[src/rtl/clkc_pkg.sv]
// Shared definitions for the CPU clock controller: mode encodings and FSM states.
package clkc_pkg;

    localparam logic [1:0] MODE_HALT  = 2'b00;
    localparam logic [1:0] MODE_RUN   = 2'b01;
    localparam logic [1:0] MODE_STEP  = 2'b10;
    localparam logic [1:0] MODE_BURST = 2'b11;

    typedef enum logic [1:0] {
        S_IDLE = 2'd0,
        S_HIGH = 2'd1,
        S_LOW  = 2'd2
    } state_e;

endpackage

[src/rtl/btn_debounce.sv]
// Push-button conditioner: 2-FF synchroniser, stability counter and a
// one-cycle pulse on each accepted 0->1 transition.
module btn_debounce #(
    parameter int unsigned DEB_CYCLES = 1_000_000
) (
    input  logic clk,
    input  logic rst,
    input  logic btn,
    output logic pulse
);

    localparam int unsigned CW = (DEB_CYCLES > 1) ? $clog2(DEB_CYCLES) : 1;
    localparam logic [CW-1:0] CNT_LAST = CW'(DEB_CYCLES - 1);

    logic          sync1_q, sync1_d;
    logic          sync2_q, sync2_d;
    logic          level_q, level_d;
    logic          pulse_q, pulse_d;
    logic [CW-1:0] cnt_q,   cnt_d;

    always_comb begin
        sync1_d = btn;
        sync2_d = sync1_q;
        level_d = level_q;
        pulse_d = 1'b0;
        cnt_d   = '0;
        // Counter only advances while the synchronised input disagrees with the
        // accepted level; any agreeing sample restarts the stability window.
        if (sync2_q != level_q) begin
            if (cnt_q == CNT_LAST) begin
                level_d = sync2_q;
                pulse_d = sync2_q;
            end else begin
                cnt_d = cnt_q + CW'(1);
            end
        end
    end

    always_ff @(posedge clk or posedge rst) begin
        if (rst) begin
            sync1_q <= 1'b0;
            sync2_q <= 1'b0;
            level_q <= 1'b0;
            pulse_q <= 1'b0;
            cnt_q   <= '0;
        end else begin
            sync1_q <= sync1_d;
            sync2_q <= sync2_d;
            level_q <= level_d;
            pulse_q <= pulse_d;
            cnt_q   <= cnt_d;
        end
    end

    assign pulse = pulse_q;

endmodule

[src/rtl/cpu_clk_ctrl.sv]
// CPU clock controller: derives a registered, glitch-free gated CPU clock and
// enable strobe in HALT / RUN / STEP / BURST modes.
module cpu_clk_ctrl
    import clkc_pkg::*;
#(
    parameter int unsigned CNT_W      = 27,
    parameter int unsigned DEB_CYCLES = 1_000_000,
    parameter int unsigned BURST_W    = 8
) (
    input  logic               clk100m,
    input  logic               rst,
    input  logic [1:0]         mode,
    input  logic [CNT_W-1:0]   div,
    input  logic               step,
    input  logic [BURST_W-1:0] burst_len,
    input  logic               halt_req,
    output logic               cpu_clk,
    output logic               cpu_en,
    output logic               busy,
    output logic               halted,
    output logic [31:0]        cycle_cnt
);

    state_e             state_q,     state_d;
    logic [CNT_W-1:0]   phase_q,     phase_d;
    logic [CNT_W-1:0]   div_q,       div_d;
    logic [BURST_W-1:0] rem_q,       rem_d;
    logic               halted_q,    halted_d;
    logic [31:0]        cycle_cnt_q, cycle_cnt_d;
    logic               cpu_clk_q,   cpu_clk_d;
    logic               cpu_en_q,    cpu_en_d;

    logic step_pulse;
    logic run_ok;
    logic start;
    logic phase_end;

    btn_debounce #(
        .DEB_CYCLES(DEB_CYCLES)
    ) u_step_deb (
        .clk  (clk100m),
        .rst  (rst),
        .btn  (step),
        .pulse(step_pulse)
    );

    assign run_ok    = (mode == MODE_RUN) && !halted_q;
    assign phase_end = (phase_q == div_q);

    always_comb begin
        state_d     = state_q;
        phase_d     = phase_q;
        div_d       = div_q;
        rem_d       = rem_q;
        cycle_cnt_d = cycle_cnt_q;
        start       = 1'b0;

        if (mode == MODE_HALT) begin
            halted_d = 1'b0;
        end else if (halt_req) begin
            halted_d = 1'b1;
        end else begin
            halted_d = halted_q;
        end

        case (state_q)
            S_IDLE: begin
                if (run_ok) begin
                    start = 1'b1;
                end else if (step_pulse && (mode == MODE_STEP)) begin
                    start = 1'b1;
                end else if (step_pulse && (mode == MODE_BURST) && (burst_len != '0)) begin
                    start = 1'b1;
                    rem_d = burst_len - BURST_W'(1);
                end
            end
            S_HIGH: begin
                if (phase_end) begin
                    state_d = S_LOW;
                    phase_d = '0;
                end else begin
                    phase_d = phase_q + CNT_W'(1);
                end
            end
            S_LOW: begin
                // Mode is only consulted here, so a period in flight always completes.
                if (phase_end) begin
                    if (run_ok) begin
                        start = 1'b1;
                    end else if ((mode == MODE_BURST) && (rem_q != '0)) begin
                        start = 1'b1;
                        rem_d = rem_q - BURST_W'(1);
                    end else begin
                        state_d = S_IDLE;
                    end
                end else begin
                    phase_d = phase_q + CNT_W'(1);
                end
            end
            default: state_d = S_IDLE;
        endcase

        if (start) begin
            state_d     = S_HIGH;
            phase_d     = '0;
            div_d       = div;
            cycle_cnt_d = cycle_cnt_q + 32'd1;
        end

        cpu_clk_d = (state_d == S_HIGH);
        cpu_en_d  = start;
    end

    always_ff @(posedge clk100m or posedge rst) begin
        if (rst) begin
            state_q     <= S_IDLE;
            phase_q     <= '0;
            div_q       <= '0;
            rem_q       <= '0;
            halted_q    <= 1'b0;
            cycle_cnt_q <= '0;
            cpu_clk_q   <= 1'b0;
            cpu_en_q    <= 1'b0;
        end else begin
            state_q     <= state_d;
            phase_q     <= phase_d;
            div_q       <= div_d;
            rem_q       <= rem_d;
            halted_q    <= halted_d;
            cycle_cnt_q <= cycle_cnt_d;
            cpu_clk_q   <= cpu_clk_d;
            cpu_en_q    <= cpu_en_d;
        end
    end

    assign cpu_clk   = cpu_clk_q;
    assign cpu_en    = cpu_en_q;
    assign busy      = (state_q != S_IDLE);
    assign halted    = halted_q;
    assign cycle_cnt = cycle_cnt_q;

endmodule

[config.mk]
export PLATFORM = sky130hd
export DESIGN_NAME = cpu_clk_ctrl
export DESIGN_NICKNAME = d
export VERILOG_FILES = /design/src/rtl/clkc_pkg.sv /design/src/rtl/btn_debounce.sv /design/src/rtl/cpu_clk_ctrl.sv
export SDC_FILE = /design/constraint.sdc
export NUM_CORES = 1
export LEC_CHECK = 0
export ABC_AREA = 1
export CORE_ASPECT_RATIO = 0.6
export CORE_UTILIZATION = 58
export DETAILED_ROUTE_END_ITERATION = 10
export GPL_TIMING_DRIVEN = 0
export MAX_ROUTING_LAYER = met4
export PLACE_DENSITY_LB_ADDON = 0.2
export SETUP_SLACK_MARGIN = 0.5
export SYNTH_ARGS = -nofsm -noshare
export SYNTH_HDL_FRONTEND = slang
export SYNTH_SLANG_ARGS = --single-unit
[constraint.sdc]
create_clock -name clk100m -period 4.3 [get_ports clk100m]
set_input_delay 0.645 -clock clk100m [delete_from_list [all_inputs] [get_ports clk100m]]
set_output_delay 0.645 -clock clk100m [all_outputs]
set_load 0.01 [all_outputs]
==> qor.txt <==
First-pass GRT wire length = 35500 um
Boundary pin count = 77
Async S/R FF share, synth = 100%
CP required = 4.59 ns
Initial antenna violation count = 0
H-Tree Depth = 4
Synthesized Nets = 1116
Synthesis-stage register bit count = 123
Final hold vios = 0
Inst Count DP = 1315
Root Driver = clkbuf_16
Total power = 2.79 mW
First-pass DRT Iterations = 7
Syn Std Cell Area = 7540 um2
Layout area overhead = 21.9%
Clk_lat worst skew = 0.42 ns
Syn avg cell area = 7.04 um2
RePlAce Congestion = 0.972
Worst Hold Class = flip-flop to flip-flop
Core Area = 12400 um2
Seq/Total Area, Yosys = 40.8%
Post-CTS Hold Fix Bufs = 0
Setup violations, final = 0
Antenna Cells = 0
Final min period = 2.30 ns
Max-Cap Viols = 0
RSZ-0062 raised after global routing = no
CTS buffer count = 17
CTS tree = done
Critical path endpoint category = flip-flop
Initial Utilization = 60.9%
DIE HEIGHT = 90.3 um
Count of input and output buffers = 76
Ys Warns = 0
Final WL = 21200 um
Worst-path clk slew = 0.06 ns
Full die area = 13500 um2
Largest net degree at the start of global routing = 41
Via density = 5.50
Post-Syn Instances = 1071
Max IR drop VDD = 0.230 mV
Vias = 7415
Fmax = 0.434 GHz
Share of cells above drive strength 1 = 7.28%
Max Slew Vio Count = 0
Setup_tns = 0 ns
Overflow left after global routing = 0
Status = complete, no violations
Die width = 149 um
Max clock buf depth = 2
Clock sink count = 123
Area share of the largest cell type after synthesis = 40.8%
Crit path kind = flip-flop to flip-flop
CP startpoint kind = flip-flop
Drc violations = 0
Number of global-route vias before repair = 7000
Rows = 31
Worst-Margin Slew = 0.522 ns
Clock skew = 0.0104 ns
Pwr Density = 304 nW/um2
Fin crit share = 53.6%
Area contributors post-synth = dfrtp_1 41%, nand2_1 19%, inv_1 5.4%
Crit path DAT = 2.59 ns
Slew headroom = 65.2%
Initial drt markers = 766
DP HPWL = 15100 um
Synth cell types = 36
Detailed-route wire length per cell = 15.7 um
Post_cts resized = 0
Synth area leader = dfrtp_1
Gr usage total = 34.7%
Post-synth EDFFs = 0
Fin nets = 1214
Total setup buffers inserted after CTS = 0
Non-filler cells, final = 1347
Post-route ant nets = 0
Primary FF master, synth = dfrtp_1
Pleak = 4.34 nW
Critical Path Fanout Max = 10
==> cells by family after synthesis <==
logic type | count (synthesis) | share of synthesized area [%]
buffers and inverters | 149 | 9.08
AND/OR/NAND/NOR | 628 | 35.0
XOR/XNOR | 64 | 7.43
adder cells (fa/ha/maj) | 4 | 0.664
AO/OA/AOI/OAI | 103 | 7.04
flip-flops | 123 | 40.8
==> Yosys cell counts (9+ instances only) <==
library cell,n
a21oi_1,33
buf_6,13
dfrtp_1,123
inv_1,109
inv_2,9
nand2_1,377
nand3_1,63
nand4_1,12
nor2_1,108
nor3_1,44
o21ai_0,51
o21ai_1,13
xnor2_1,20
xor2_1,44
==> routing by layer <==
metal | wire (um) | global-route usage (%) | share of wire (%)
met1 | 10200 | 51.6 | 48
met5 | 0 | - | 0
met3 | 1760 | 5.86 | 8.3
met4 | 410 | 10.5 | 1.9
met2 | 8800 | 47.9 | 42
==> cells in the final DEF (no fill, tap or decap), types with 2 or more instances in the layout <==
master | Yosys | layout
buf_12 | 0 | 3
inv_2 | 9 | 9
xor2_1 | 44 | 44
nand2_1 | 377 | 377
xnor2_1 | 20 | 20
clkbuf_16 | 0 | 17
nand3_1 | 63 | 63
nor2_1 | 108 | 108
nor2_2 | 6 | 6
clkdlybuf4s50_1 | 0 | 76
nand2_4 | 3 | 3
clkinvlp_4 | 0 | 3
buf_6 | 13 | 13
nand3b_1 | 3 | 3
o21ai_1 | 13 | 13
bufinv_16 | 0 | 3
nand2_2 | 2 | 2
inv_6 | 0 | 5
buf_2 | 7 | 7
clkinv_4 | 0 | 2
buf_4 | 5 | 5
clkbuf_1 | 5 | 5
nand4_1 | 12 | 12
nor3_1 | 44 | 44
dfrtp_1 | 123 | 123
o21ai_0 | 51 | 51
a21oi_1 | 33 | 33
ha_1 | 4 | 4
nand3_2 | 2 | 2
nor4_1 | 2 | 2
inv_1 | 109 | 108
nor3b_1 | 2 | 2
==> metrics by stage <==
| stage | hold WS [ns] | instance area, um2 | util, % | setup slack [ns] |
|---|---|---|---|---|
| after floorplan | 0.331 | 7540 | - | 2.14 |
| after global placement | 0.336 | 8510 | 68.8 | 0.965 |
| after detailed placement | 0.340 | 8570 | 69.3 | 1.76 |
| after CTS | 0.357 | 9190 | 74.3 | 2.04 |
| after global routing | 0.355 | 9190 | 74.3 | 1.80 |
| final | 0.352 | 9190 | 74.3 | 2.00 |
==> layout make-up <==
class,instances,area [um2]
sequential,123,3080
tap,165,206
buffer,31,241
multi-input combinational,799,3780
clock inverter,14,183
inverter,118,447
timing repair buffer,79,821
clock buffer,18,439
fill,960,3180
==> power by group <==
part	leakage (nW)	switching [mW]	total [mW]	internal (mW)
combinational	2.53	0.0480	0.0966	0.0486
clock	0.300	0.590	1.53	0.941
sequential	1.50	0.00271	1.16	1.16
total	4.34	0.641	2.79	2.15
==> worst max-delay path: stages, from the launching register on <==
cell	delay, ns
dfrtp_1	0.45
inv_2	0.13
nand2_1	0.06
nand2_1	0.09
inv_1	0.05
nor2_1	0.09
nand2_1	0.05
nor2_1	0.17
nand2_1	0.12
nor2_2	0.34
buf_2	0.32
a21oi_1	0.09
nand3_1	0.12
nand2_1	0.08
==> flip-flops by register name, summed over array words and instances (netlist names) <==
signal / flops
u_step_deb.sync2_q: 1
cpu_clk: 1
halted: 1
u_step_deb.level_q: 1
div_q: 27
u_step_deb.cnt_q: 20
state_q: 2
phase_q: 27
cpu_en: 1
u_step_deb.sync1_q: 1
rem_q: 8
u_step_deb.pulse: 1
cycle_cnt: 32
==> path summary, 6_finish.rpt <==
check | depth (start not counted) | start | slack (ns) | end
setup / recovery | 13 | phase_q[6] | 2.00 | phase_q[5]
hold / removal | 0 | u_step_deb.sync1_q | 0.35 | u_step_deb.sync2_q
setup reg to reg | 13 | phase_q[6] | 2.00 | phase_q[5]
hold reg to reg | 0 | u_step_deb.sync1_q | 0.35 | u_step_deb.sync2_q
max in group asynchronous | 4 | rst | 3.06 | phase_q[15]
min in group asynchronous | 2 | rst | 0.49 | u_step_deb.cnt_q[16]
Power figures use the tool's default switching activity.
